[src/rtl/port_flit_sender_if.sv]
// Source, arbiter and output signals of one router input-port flit sender.
// master = the sender block, slave = the surrounding source/arbiter/sink side.
interface port_flit_sender_if #(parameter int DATA_W = 32);
  logic              in_valid;
  logic              in_ready;
  logic [2:0]        in_id;
  logic [11:0]       in_length;
  logic [DATA_W-1:0] in_data;
  logic              req;
  logic [2:0]        flit_id;
  logic [11:0]       length;
  logic              grant;
  logic              out_valid;
  logic [2:0]        out_id;
  logic [DATA_W-1:0] out_data;
  logic              err;

  modport master (
    input  in_valid, in_id, in_length, in_data, grant,
    output in_ready, req, flit_id, length, out_valid, out_id, out_data, err
  );

  modport slave (
    output in_valid, in_id, in_length, in_data, grant,
    input  in_ready, req, flit_id, length, out_valid, out_id, out_data, err
  );
endinterface

[src/rtl/port_flit_sender.sv]
// Per-input-port flit sender: FIFO-buffers source flits, requests the arbiter, streams while granted.
// Optional SENDER_STATS_EN adds pkt_cnt / preempt_cnt saturating counters.
module port_flit_sender #(
  parameter int DATA_W = 32,
  parameter int DEPTH  = 8
) (
  input  logic               clk,
  input  logic               rst,
  port_flit_sender_if.master bus
`ifdef SENDER_STATS_EN
  ,
  output logic [15:0]        pkt_cnt,
  output logic [15:0]        preempt_cnt
`endif
);
  localparam int AW = $clog2(DEPTH);
  localparam logic [AW:0] FULL_CNT = (AW+1)'(DEPTH);
  localparam logic [2:0] ID_HDR  = 3'b001;
  localparam logic [2:0] ID_BODY = 3'b010;
  localparam logic [2:0] ID_TAIL = 3'b100;

  typedef enum logic [1:0] {IDLE, REQ, SEND, HOLD} state_t;
  state_t state_reg, state_next;

  logic [2:0]        id_mem   [DEPTH];
  logic [11:0]       len_mem  [DEPTH];
  logic [DATA_W-1:0] data_mem [DEPTH];
  logic [AW-1:0]     rd_ptr_reg, wr_ptr_reg, rd_ptr_next;
  logic [AW:0]       count_reg, count_next, remain_cnt;
  logic [DEPTH-1:0]  slot_we;
  logic              push, pop, send, empty;
  logic [2:0]        head_id, head_next_id;
  logic              head_legal;

  logic              req_reg, req_next;
  logic [2:0]        flit_id_reg, flit_id_next;
  logic [11:0]       length_reg, length_next;
  logic              out_valid_reg, out_valid_next;
  logic [2:0]        out_id_reg, out_id_next;
  logic [DATA_W-1:0] out_data_reg, out_data_next;
  logic              err_reg, err_next;
  logic              len_load, len_clear;

  assign empty       = (count_reg == '0);
  assign bus.in_ready = (count_reg != FULL_CNT);
  assign push        = bus.in_valid && bus.in_ready;
  assign head_id     = id_mem[rd_ptr_reg];
  assign head_legal  = (head_id == ID_HDR) || (head_id == ID_BODY) || (head_id == ID_TAIL);

  for (genvar gi = 0; gi < DEPTH; gi++) begin : g_slot_we
    assign slot_we[gi] = push && (wr_ptr_reg == AW'(gi));
  end

  always_ff @(posedge clk) begin
    for (int i = 0; i < DEPTH; i++) begin
      if (slot_we[i]) begin
        id_mem[i]   <= bus.in_id;
        len_mem[i]  <= bus.in_length;
        data_mem[i] <= bus.in_data;
      end
    end
  end

  // Head as seen after this edge, so flit_id can be registered without lagging the FIFO.
  assign rd_ptr_next  = rd_ptr_reg + AW'(pop);
  assign remain_cnt   = count_reg - (AW+1)'(pop);
  assign count_next   = remain_cnt + (AW+1)'(push);
  assign head_next_id = (remain_cnt == '0) ? bus.in_id : id_mem[rd_ptr_next];

  always_ff @(posedge clk or posedge rst) begin
    if (rst) state_reg <= IDLE;
    else     state_reg <= state_next;
  end

  // Illegal codes are dropped in any state; grant is only honoured once a packet is requested.
  always_comb begin
    state_next = state_reg;
    pop        = 1'b0;
    send       = 1'b0;
    err_next   = 1'b0;
    len_load   = 1'b0;
    len_clear  = 1'b0;
    if (!empty) begin
      if (!head_legal) begin
        pop      = 1'b1;
        err_next = 1'b1;
      end else if (state_reg == IDLE) begin
        if (head_id == ID_HDR) begin
          state_next = REQ;
          len_load   = 1'b1;
        end else begin
          pop      = 1'b1;
          err_next = 1'b1;
        end
      end else if (!bus.grant) begin
        if (state_reg == SEND) state_next = HOLD;
      end else if (head_id == ID_HDR && state_reg != REQ) begin
        err_next   = 1'b1;
        len_clear  = 1'b1;
        state_next = IDLE;
      end else begin
        pop  = 1'b1;
        send = 1'b1;
        if (head_id == ID_TAIL) begin
          state_next = IDLE;
          len_clear  = 1'b1;
        end else begin
          state_next = SEND;
        end
      end
    end else if (state_reg == SEND && !bus.grant) begin
      state_next = HOLD;
    end
  end

  always_comb begin
    req_next       = (state_next != IDLE);
    flit_id_next   = (req_next && count_next != '0) ? head_next_id : 3'b000;
    length_next    = len_load ? len_mem[rd_ptr_reg] : (len_clear ? 12'd0 : length_reg);
    out_valid_next = send;
    out_id_next    = send ? head_id : 3'b000;
    out_data_next  = send ? data_mem[rd_ptr_reg] : '0;
  end

  always_ff @(posedge clk or posedge rst) begin
    if (rst) begin
      rd_ptr_reg    <= '0;
      wr_ptr_reg    <= '0;
      count_reg     <= '0;
      req_reg       <= 1'b0;
      flit_id_reg   <= 3'b000;
      length_reg    <= 12'd0;
      out_valid_reg <= 1'b0;
      out_id_reg    <= 3'b000;
      out_data_reg  <= '0;
      err_reg       <= 1'b0;
    end else begin
      rd_ptr_reg    <= rd_ptr_next;
      wr_ptr_reg    <= wr_ptr_reg + AW'(push);
      count_reg     <= count_next;
      req_reg       <= req_next;
      flit_id_reg   <= flit_id_next;
      length_reg    <= length_next;
      out_valid_reg <= out_valid_next;
      out_id_reg    <= out_id_next;
      out_data_reg  <= out_data_next;
      err_reg       <= err_next;
    end
  end

  assign bus.req       = req_reg;
  assign bus.flit_id   = flit_id_reg;
  assign bus.length    = length_reg;
  assign bus.out_valid = out_valid_reg;
  assign bus.out_id    = out_id_reg;
  assign bus.out_data  = out_data_reg;
  assign bus.err       = err_reg;

`ifdef SENDER_STATS_EN
  logic [15:0] pkt_cnt_reg, preempt_cnt_reg;

  always_ff @(posedge clk or posedge rst) begin
    if (rst) begin
      pkt_cnt_reg     <= 16'd0;
      preempt_cnt_reg <= 16'd0;
    end else begin
      if (send && head_id == ID_TAIL && pkt_cnt_reg != 16'hFFFF)
        pkt_cnt_reg <= pkt_cnt_reg + 16'd1;
      if (state_reg == SEND && state_next == HOLD && preempt_cnt_reg != 16'hFFFF)
        preempt_cnt_reg <= preempt_cnt_reg + 16'd1;
    end
  end

  assign pkt_cnt     = pkt_cnt_reg;
  assign preempt_cnt = preempt_cnt_reg;
`endif
endmodule

[src/flat_wrapper.sv]
// flat-port wrapper written by rule: the top's interface ports become plain ports
module port_flit_sender_flat 
#(
  parameter int DATA_W = 32,
  parameter int DEPTH  = 8
)
  (clk, rst, bus_in_valid, bus_in_id, bus_in_length, bus_in_data, bus_grant, bus_in_ready, bus_req, bus_flit_id, bus_length, bus_out_valid, bus_out_id, bus_out_data, bus_err);
  port_flit_sender_if #(.DATA_W(DATA_W)) bus_i ();
  input  logic clk;
  input  logic rst;
  input wire logic [$bits(bus_i.in_valid)-1:0] bus_in_valid;
  input wire logic [$bits(bus_i.in_id)-1:0] bus_in_id;
  input wire logic [$bits(bus_i.in_length)-1:0] bus_in_length;
  input wire logic [$bits(bus_i.in_data)-1:0] bus_in_data;
  input wire logic [$bits(bus_i.grant)-1:0] bus_grant;
  output wire logic [$bits(bus_i.in_ready)-1:0] bus_in_ready;
  output wire logic [$bits(bus_i.req)-1:0] bus_req;
  output wire logic [$bits(bus_i.flit_id)-1:0] bus_flit_id;
  output wire logic [$bits(bus_i.length)-1:0] bus_length;
  output wire logic [$bits(bus_i.out_valid)-1:0] bus_out_valid;
  output wire logic [$bits(bus_i.out_id)-1:0] bus_out_id;
  output wire logic [$bits(bus_i.out_data)-1:0] bus_out_data;
  output wire logic [$bits(bus_i.err)-1:0] bus_err;
  assign bus_i.in_valid = bus_in_valid;
  assign bus_i.in_id = bus_in_id;
  assign bus_i.in_length = bus_in_length;
  assign bus_i.in_data = bus_in_data;
  assign bus_i.grant = bus_grant;
  assign bus_in_ready = bus_i.in_ready;
  assign bus_req = bus_i.req;
  assign bus_flit_id = bus_i.flit_id;
  assign bus_length = bus_i.length;
  assign bus_out_valid = bus_i.out_valid;
  assign bus_out_id = bus_i.out_id;
  assign bus_out_data = bus_i.out_data;
  assign bus_err = bus_i.err;
  port_flit_sender #(.DATA_W(DATA_W), .DEPTH(DEPTH)) u_core (.clk(clk), .rst(rst), .bus(bus_i));
endmodule
[config.mk]
export PLATFORM = sky130hd
export DESIGN_NAME = port_flit_sender_flat
export DESIGN_NICKNAME = d
export VERILOG_FILES = /design/src/rtl/port_flit_sender_if.sv /design/src/rtl/port_flit_sender.sv /design/src/flat_wrapper.sv
export SDC_FILE = /design/constraint.sdc
export NUM_CORES = 1
export LEC_CHECK = 0
export ABC_AREA = 0
export CAP_MARGIN = 20
export CORE_MARGIN = 4
export CORE_UTILIZATION = 57
export DETAILED_ROUTE_END_ITERATION = 10
export PLACE_DENSITY = 0.77
export SLEW_MARGIN = 20
export SYNTH_ARGS = -nofsm -noshare
export SYNTH_HDL_FRONTEND = slang
export SYNTH_SLANG_ARGS = --single-unit
[constraint.sdc]
create_clock -name clk -period 6.2 [get_ports clk]
set_input_delay 1.86 -clock clk [delete_from_list [all_inputs] [get_ports clk]]
set_output_delay 1.86 -clock clk [all_outputs]
set_load 0.005 [all_outputs]
# Yosys cells after proc, flatten, opt, wreduce, memory -nomap -nowiden
# Memories as Yosys holds them, arrays and structs flattened.
# Index checks and enable logic that the tools add are counted.
op_classes:
  eq_ne: 13
  mux: 118
  add_sub_neg: 4
  n_reduce_logical: 43
op_table:
  columns: ["op", "n"]
  rows:
  - ["32-bit 2-to-1 mux", 8]
  - ["32-bit OR reduction", 7]
  - ["12-bit 2-to-1 mux", 9]
  - ["3-bit 2-to-1 mux", 31]
  - ["12-bit OR reduction", 7]
  - ["1-bit 2-to-1 mux", 61]
  - ["3-bit OR reduction", 7]
  - ["2-bit 2-to-1 mux", 9]
  - ["3-bit == test (second input constant)", 5]
  - ["1-bit logical AND", 12]
  - ["3-bit by 2-bit == test with 1-bit output (second input constant)", 3]
  - ["4-bit logical NOT", 2]
  - ["3-bit by 1-bit adder with 3-bit output", 2]
  - ["3-bit by 1-bit == test with 1-bit output (second input constant)", 2]
  - ["4-bit by 1-bit adder with 4-bit output", 1]
  - ["4-bit inequality test (second input constant)", 1]
  - ["2-bit nonzero test", 2]
  - ["4-bit nonzero test", 1]
  - ["4-bit by 1-bit subtractor with 4-bit output", 1]
  - ["3-bit logical NOT", 1]
  - ["2-bit == test (second input constant)", 1]
  - ["2-bit logical NOT", 1]
  - ["1-bit logical OR", 2]
  - ["2-bit by 1-bit inequality test with 1-bit output (second input constant)", 1]
  - ["1-bit logical NOT", 1]
word_totals:
  ram_bits: 376
  memories: 3
  out_inout_bits: 54
  register_bits: 65
mem_list:
  columns: ["name", "words", "word_bits", "read_ports", "rd_clocked_by_memory_dff", "write_ports", "line", "rtl"]
  rows:
  - ["u_core.data_mem", 8, 32, 1, 0, 1, "port_flit_sender.sv:27", "logic [DATA_W-1:0] data_mem [DEPTH];"]
  - ["u_core.len_mem", 8, 12, 1, 0, 1, "port_flit_sender.sv:26", "logic [11:0] len_mem [DEPTH];"]
  - ["u_core.id_mem", 8, 3, 2, 0, 1, "port_flit_sender.sv:25", "logic [2:0] id_mem [DEPTH];"]

# Logic depth before layout (Yosys ltp)
# Gate-level depths: netlist (run 1).
depth:
  ltp_word: 13
  ltp_mapped: 18
  ltp_nobuf: 16

# Worst setup path before layout (run 1)
# OpenSTA, ideal clock, no wires.
synth_path:
  path_kind: "input port to flip-flop"
  startpoint: "input bus_in_valid"
  endpoint: "memory u_core.data_mem[0][0] (enable)"
  path_stages: 3
  t_arrival_ns: 5.350
  path_buffers: 0
  setup_slack_ns: 0.340
  path_cell_list: "and2_1 > nand2b_1 > nor3_1"
synth_via:
  word_cells_on_any_way: 46
  classes_between: "30 x mux; 16 x reduce/logical"
synth_lines:
  columns: ["item", "line", "rtl"]
  rows:
  - ["start, declared", "flat_wrapper.sv:11", "input wire logic [$bits(bus_i.in_valid)-1:0] bus_in_valid;"]
  - ["1-bit logical AND", "port_flit_sender.sv:46", "assign push = bus.in_valid && bus.in_ready;"]
  - ["1-bit logical AND", "port_flit_sender.sv:51", "assign slot_we[gi] = push && (wr_ptr_reg == AW'(gi));"]
  - ["net u_core.slot_we[0]", "port_flit_sender.sv:30", "logic [DEPTH-1:0] slot_we;"]
  - ["1-bit 2-to-1 mux", "port_flit_sender.sv:56", "if (slot_we[i]) begin"]
  - ["1-bit 2-to-1 mux (implied by the code)", "port_flit_sender.sv:59", "data_mem[i] <= bus.in_data;"]
  - ["1-bit 2-to-1 mux (no source line) (7 in series)", null, null]
  - ["end, declared", "port_flit_sender.sv:27", null]
# The timed path passes the listed nets, and every way through them passes these cells.

# Worst setup path in the final report (run 1)
layout_path:
  startpoint: "register u_core.rd_ptr_reg[0]"
  endpoint: "register u_core.flit_id_reg[1] (netlist: u_core.bus.flit_id[1])"
layout_via:
  word_cells_on_any_way: 29
  classes_between: "3 x add/sub; 3 x eq/ne; 15 x mux; 7 x reduce/logical; 1 x memory"
layout_lines:
  columns: ["item", "line", "rtl"]
  rows:
  - ["start, declared", "port_flit_sender.sv:28", "logic [AW-1:0] rd_ptr_reg, wr_ptr_reg, rd_ptr_next;"]
  - ["start signal, assigned", "port_flit_sender.sv:138", "rd_ptr_reg <= rd_ptr_next;"]
  - ["memory 8 x 3 bit", null, null]
  - ["3-bit by 1-bit == test with 1-bit output", "port_flit_sender.sv:48, port_flit_sender.sv:88, port_flit_sender.sv:97", null]
  - ["1-bit logical AND", "port_flit_sender.sv:97", "end else if (head_id == ID_HDR && state_reg != REQ) begin"]
  - ["1-bit 2-to-1 mux", "port_flit_sender.sv:97", null]
  - ["1-bit 2-to-1 mux", "port_flit_sender.sv:95", "end else if (!bus.grant) begin"]
  - ["1-bit 2-to-1 mux", "port_flit_sender.sv:87", "end else if (state_reg == IDLE) begin"]
  - ["1-bit 2-to-1 mux", "port_flit_sender.sv:84", "if (!head_legal) begin"]
  - ["1-bit 2-to-1 mux", "port_flit_sender.sv:83", "if (!empty) begin"]
  - ["3-bit by 1-bit adder with 3-bit output (*)", "port_flit_sender.sv:65", "assign rd_ptr_next = rd_ptr_reg + AW'(pop);"]
  - ["net u_core.rd_ptr_next[0]", "port_flit_sender.sv:28", null]
  - ["memory 8 x 3 bit (*)", null, null]
  - ["3-bit 2-to-1 mux (*)", "port_flit_sender.sv:68", "assign head_next_id = (remain_cnt == '0) ? bus.in_id : id_mem[rd_ptr_next];"]
  - ["3-bit 2-to-1 mux (*)", "port_flit_sender.sv:118", "flit_id_next = (req_next && count_next != '0) ? head_next_id : 3'b000;"]
  - ["net u_core.flit_id_next[1]", "port_flit_sender.sv:36", "logic [2:0] flit_id_reg, flit_id_next;"]
  - ["end signal, assigned", "port_flit_sender.sv:142", "flit_id_reg <= flit_id_next;"]
  - ["end, declared", "port_flit_sender.sv:36", null]
# Mark *: on every way through the listed nets, which the timed path passes. The rest lies on a longest branch.
# A chain may end at the register's enable or synchronous reset.

==> impl_results.md, run 1 <==
- Status: finished, final reports clean
- Setup WS pre-CTS: 1120 ps
- Worst rel slew slack: 0.269
- Mapped Nets: 852
- Synth Warn #: 0
- Layout Nets: 980
- Unrepaired setup endpoints after global routing: false
- Port bufs: 104
- Worst slew pin tran: 1090 ps
- Die Wd: 180 µm
- CTS hold repair buffers: 0
- WP buf/inv: 0
- Pin count of the biggest net entering global routing: 61
- Final min period: 5040 ps
- Area Growth Syn to Fin: 18.2%
- Max clock buf depth: 3
- Vias per cell: 6.00
- Register bit total from synthesis: 441
- Post-CTS Setup Bufs: 0
- Post-synthesis async set-or-reset flop share: 0.147
- Post-synth EDFFs: 376
- Synth Area in Adders: 0.00590
- DRC: 0
- Final core utilization: 0.691
- CP delay by family, top: multiplexers
- GRT Util Overall: 0.208
- Crit-path slowest cell: dfrtp_4
- Max VDD drop: 0.324 mV
- Largest family of logic cells by synthesized area: multiplexers
- Final Hold Vio Count: 0
- Gr ovfl total: 0
- HP Class: flop to flop
- Placed cell count: 1,259
- Crit path DAT: 5430 ps
- DP HPWL: 18.3 mm
- Worst path required time: 6590 ps
- Initial Util: 0.585
- Distinct cell type count after synthesis: 49
- Die height: 180 µm
- Leading area contributor after synthesis: edfxtp_1
- Core box area: 29,000 µm²
- Max-slew violations: 0
- Crit path launch type: flop
- PD cells: 497 nW/µm²
- Initial antenna violation count: 4
- Inserted Diodes: 0
- Largest stage delay, worst path: 1000 ps
- Post-synthesis cell count: 793
- Vias in the first global route: 8,632
- CTS root buf: clkbuf_16
- CTS tree: built
- Top cells by area, synth: edfxtp_1 (67%), mux4_2 (13%), dfrtp_1 (9.6%)
- Largest register FFs: 256
- Final period utilization: 0.813
- Final clock skew: 20.4 ps
- Post-synth top flop: edfxtp_1
- Clock transition at path regs: 60 ps
- Global-route wire length before repair: 52.0 mm
- Leakage power: 0.00680 µW
- Starting DRC count in detailed routing: 756
- Fin worst setup slack: 1160 ps
- Share of cells above drive strength 1: 0.259
- Synth Area per Inst: 21.4 µm²
- Max Cap Viol: 0
- Worst skew pair latency: 550 ps
- Avg WL per Cell: 25.0 µm
- Top cell by count, worst path: mux2_2
- Post-synthesis compound-gate area fraction: 0.0215
- Post-Layout Cell Count: 1,340
- Worst Path Class, Setup: flop to flop
- # clock sinks: 441
- Total negative setup slack: 0 ps
- Layout fillers: 1,773
- WL final: 33.4 mm
- Via Count: 8,044
- Crit Path Max Fanout: 47
- Num CTS Buffers: 44
- Die area: 32,600 µm²
- RePlAce Congestion: 0.885
- H-tree Lvls: 2
- Seq/Total Area, Yosys: 0.762
- Endpoints failing setup: 0
- DRT Pass-1 Iters: 5
- Synth Cell Area: 17,000 µm²
- Routed Antenna Nets: 0
- # rows: 62
- Area share of and/or/nand/nor cells after synthesis: 0.0305
- Num ports: 105
- CP Cell Sequence: mux4_2 > mux2_2 > or3_4 > and2_1 > o31ai_1 > a21oi_1 > ha_1 > mux4_2 > mux2_2 > mux2_2 > o211ai_1 > o31ai_1
- Crit path capture type: flop
- Top-area cell type share of the netlist area: 0.666
- Max frequency: 0.198 GHz
- Multiplexer share of the synthesized area: 0.166
- XOR/XNOR share of the synthesized area: 0.00258
- Cts repair resizes: 0
-- synthesized netlist by cell type, drive strengths merged, types with 3 or more instances --
library cell	number
a21oi	6
and2	3
buf	17
clkbuf	21
dfrtp	65
edfxtp	376
ha	8
inv	4
mux2	11
mux2i	47
mux4	98
nand2	17
nand2b	6
nand3	6
nor2	45
nor2b	4
nor3	6
nor3b	3
o211ai	5
o21ai	7
o2bb2ai	12
o31ai	4
xor2	4
-- path summary, 6_finish.rpt --
kind                                            from  slack, ps               endpoint  cells after the start
worst max register to register  u_core.rd_ptr_reg[0]       1160  u_core.bus.flit_id[1]                     12
min in group asynchronous                        rst       1670   u_core.bus.length[8]                      2
worst max-delay path            u_core.rd_ptr_reg[0]       1160  u_core.bus.flit_id[1]                     12
worst min-delay path            u_core.bus.length[9]        480   u_core.bus.length[9]                      1
max in group asynchronous                        rst       3550   u_core.rd_ptr_reg[0]                      3
worst min register to register  u_core.bus.length[9]        480   u_core.bus.length[9]                      1
-- cells by family (layout without fill, tap and decap cells) --
group	Yosys count	count (layout)
AOI/OAI and AO/OA	44	44
xor gates and xnor gates	5	5
adders and majority gates	8	8
buffers and inverters	42	205
DFF	441	441
muxes	156	156
and+or+nand+nor	97	97
-- worst register-to-register path, cell delays in order, from the launching register on --
cell	delay [ps]
dfrtp_4	1000
mux4_2	670
mux2_2	330
or3_4	380
and2_1	200
o31ai_1	210
a21oi_1	170
ha_1	590
mux4_2	550
mux2_2	280
mux2_2	280
o211ai_1	110
o31ai_1	120
-- placed cells by master (no fill, tap or decap), drive strengths merged, types with 5 or more instances in the layout --
master,n
o21ai,7
mux2i,47
o211ai,5
mux2,11
nand2b,6
clkinv,11
clkdlybuf4s50,104
edfxtp,376
a21oi,6
ha,8
mux4,98
clkbuf,65
nand2,17
dfrtp,65
buf,16
nand3,6
nor3,6
nor2,45
o2bb2ai,12
-- report_power, final --
group	switching, µW	internal, µW	total, µW
combinational	1500	1530	3030
sequential	388	3790	4180
clock	1080	1670	2750
-- layout make-up --
type                       instances  area (µm²)  area share
clock inverter                    16         198     0.00986
multi-input combinational        310        3900       0.195
clock buffer                      65        1340      0.0670
inverter                           4        16.3    0.000812
sequential                       441       12900       0.645
timing repair buffer             120        1180      0.0587
tap                              384         480      0.0240
-- metal layers --
| metal | wire [µm] | global-route usage |
|---|---|---|
| met2 | 17100 | 0.349 |
| met3 | 2080 | 0.0440 |
| met5 | 45 | 0 |
| met4 | 694 | 0.0554 |
| met1 | 13500 | 0.283 |
-- per-stage QoR --
step           cell area [µm²]  power, µW  hold slack (ps)
2_1_floorplan            17000       6330              454
3_3_place_gp             18500       7170              470
3_5_place_dp             18500       7260              473
4_1_cts                  20000      10000              491
5_1_grt                  20000      10500              501
6_report                 20000       9960              483
Power figures use the tool's default switching activity.
==> run 2: changes to the inputs <==
--- a/config.mk
+++ b/config.mk
@@ -8,9 +8,9 @@
 export ABC_AREA = 0
 export CAP_MARGIN = 20
 export CORE_MARGIN = 4
-export CORE_UTILIZATION = 57
+export CORE_UTILIZATION = 53
 export DETAILED_ROUTE_END_ITERATION = 10
-export PLACE_DENSITY = 0.77
+export PLACE_DENSITY = 0.75
 export SLEW_MARGIN = 20
 export SYNTH_ARGS = -nofsm -noshare
 export SYNTH_HDL_FRONTEND = slang
==> constraint.sdc (replaced) <==
create_clock -name clk -period 4.1 [get_ports clk]
set_input_delay 1.23 -clock clk [delete_from_list [all_inputs] [get_ports clk]]
set_output_delay 1.23 -clock clk [all_outputs]
set_load 0.005 [all_outputs]
==> impl_results.md, run 2 (synthesis gave the netlist of run 1 again) <==
- Status: finished, final reports clean
- Num CTS Buffers: 44
- Met2 Use GR: 0.313
- Worst slew pin tran: 880 ps
- CP Cell Sequence: mux2_2 > a2bb2o_1 > or3_4 > and2_4 > o31ai_4 > a21oi_2 > buf_4 > ha_1 > inv_2 > ha_2 > ha_4 > xor2_2 > xnor2_2 > nor3_2 > nand3_2 > o211ai_1 > o31ai_2
- Setup WS pre-CTS: 24.0 ps
- Vias per cell: 5.82
- Num ports: 105
- Initial Util: 0.537
- Most common cell after layout, fill and taps aside: edfxtp_1
- Max clock buf depth: 3
- Largest stage delay, worst path: 560 ps
- Die height: 187 µm
- CTS tree: built
- Max-slew violations: 0
- # rows: 65
- Crit Path Max Fanout: 11
- Fin worst setup slack: 118 ps
- Crit path launch type: flop
- PD cells: 754 nW/µm²
- Port bufs: 104
- Layout Nets: 1,007
- Die Wd: 187 µm
- Met1 GRT Util: 0.274
- FF/Latch Area: 12,900 µm²
- Crit-path slowest cell: dfrtp_4
- Share of cells above drive strength 1: 0.279
- # clock sinks: 441
- DRT Pass-1 Iters: 5
- WL final: 32.9 mm
- Avg WL per Cell: 23.7 µm
- Global-route wire length before repair: 51.3 mm
- Inserted Diodes: 0
- RePlAce Congestion: 0.874
- Clock transition at path regs: 60 ps
- Multi-input logic area: 3990 µm²
- Grt met3 use: 0.0362
- Endpoints failing setup: 0
- DP HPWL: 19.0 mm
- Worst skew pair latency: 540 ps
- CTS hold repair buffers: 0
- Post-DP Area: 18,800 µm²
- Final period utilization: 0.971
- Routed Antenna Nets: 0
- Layer with the highest usage: met2
- Largest register FFs: 256
- Crit path capture type: flop
- Die area: 34,900 µm²
- DRC: 0
- Starting DRC count in detailed routing: 657
- Pin count of the biggest net entering global routing: 66
- Leakage power: 0.00693 µW
- Placed cell count: 1,302
- Highest-count cells in the layout ignoring fill and taps: edfxtp_1 (376), clkdlybuf4s50_1 (104), mux4_2 (98)
- Via Count: 8,073
- Max VDD drop: 0.442 mV
- Total Power: 15,400 µW
- Final Hold Vio Count: 0
- HP Class: flop to flop
- Worst Path Class, Setup: flop to flop
- Crit path DAT: 4360 ps
- CTS root buf: clkbuf_16
- Post-route cell area: 20,400 µm²
- Final min period: 3980 ps
- H-tree Lvls: 2
- Core box area: 31,600 µm²
- Layout fillers: 2,051
- Gr ovfl total: 0
- Max frequency: 0.251 GHz
- GRT Util Overall: 0.190
- Worst rel slew slack: 0.413
- Max Cap Viol: 0
- Initial antenna violation count: 1
- Vias in the first global route: 8,520
- Final clock skew: 21.3 ps
- Area Growth Syn to Fin: 20.1%
- Post-Layout Cell Count: 1,386
- Worst path required time: 4480 ps
## run 2: cell types whose count changed in the layout (fill, tap and decap cells not counted), sizes merged
cell / before / now
buf: 16 / 43
clkbuf: 65 / 62
clkinv: 11 / 14
bufinv: 4 / 6
inv: 4 / 3
## run 2: stage by stage
step                hold WS, ps   util  setup TNS, ps
global route                499  0.646          -2.85
detailed placement          473  0.595              0
floorplan                   454      -              0
global placement            470  0.595              0
CTS                         491  0.642              0
finish                      483  0.646              0
## run 2: path summary, 6_finish.rpt
path	from	endpoint	cells after the start	slack, ps
worst min register to register	u_core.bus.length[6]	u_core.bus.length[6]	1	480
worst min-delay path	u_core.bus.length[6]	u_core.bus.length[6]	1	480
max in group asynchronous	rst	u_core.rd_ptr_reg[0]	3	2630
worst max register to register	u_core.rd_ptr_reg[2]	u_core.bus.flit_id[1]	17	120
worst max-delay path	u_core.rd_ptr_reg[2]	u_core.bus.flit_id[1]	17	120
min in group asynchronous	rst	u_core.bus.length[4]	3	1110
## run 2: power breakdown
part           internal [µW]  leakage [µW]  total, µW  switching, µW
Clock                   2480      0.000725       4060           1580
Combinational           2620       0.00194       5240           2610
Sequential              5730       0.00427       6060            328
## run 2: worst max-delay path, delay by kind of cell, from the launching register on
| kind | cells | cell delay (ps) |
|---|---|---|
| DFF | 1 | 560 |
| AOI/OAI and AO/OA | 5 | 970 |
| buffers and inverters | 2 | 190 |
| xor gates and xnor gates | 2 | 310 |
| muxes | 1 | 250 |
| and+or+nand+nor | 4 | 910 |
| adders and majority gates | 3 | 640 |
## run 2: final cells by class
class | count | area share
sequential | 441 | 0.635
multi-input combinational | 310 | 0.196
tap | 402 | 0.0247
timing repair buffer | 147 | 0.0708
clock buffer | 62 | 0.0604
inverter | 4 | 0.000798
clock inverter | 20 | 0.0128
## run 2: layer usage
metal | vias to the layer above | wire length (µm)
met5 | - | 13
met2 | 234 | 16700
met1 | 4240 | 13800
met3 | 43 | 1980
li1 | 3554 | -
met4 | 2 | 441
## run 2: repair_timing
action,CTS,global route
buffers inserted,0,2
resized for setup,0,18
endpoints found under the setup margin,0,3
hold endpoints to repair,0,0
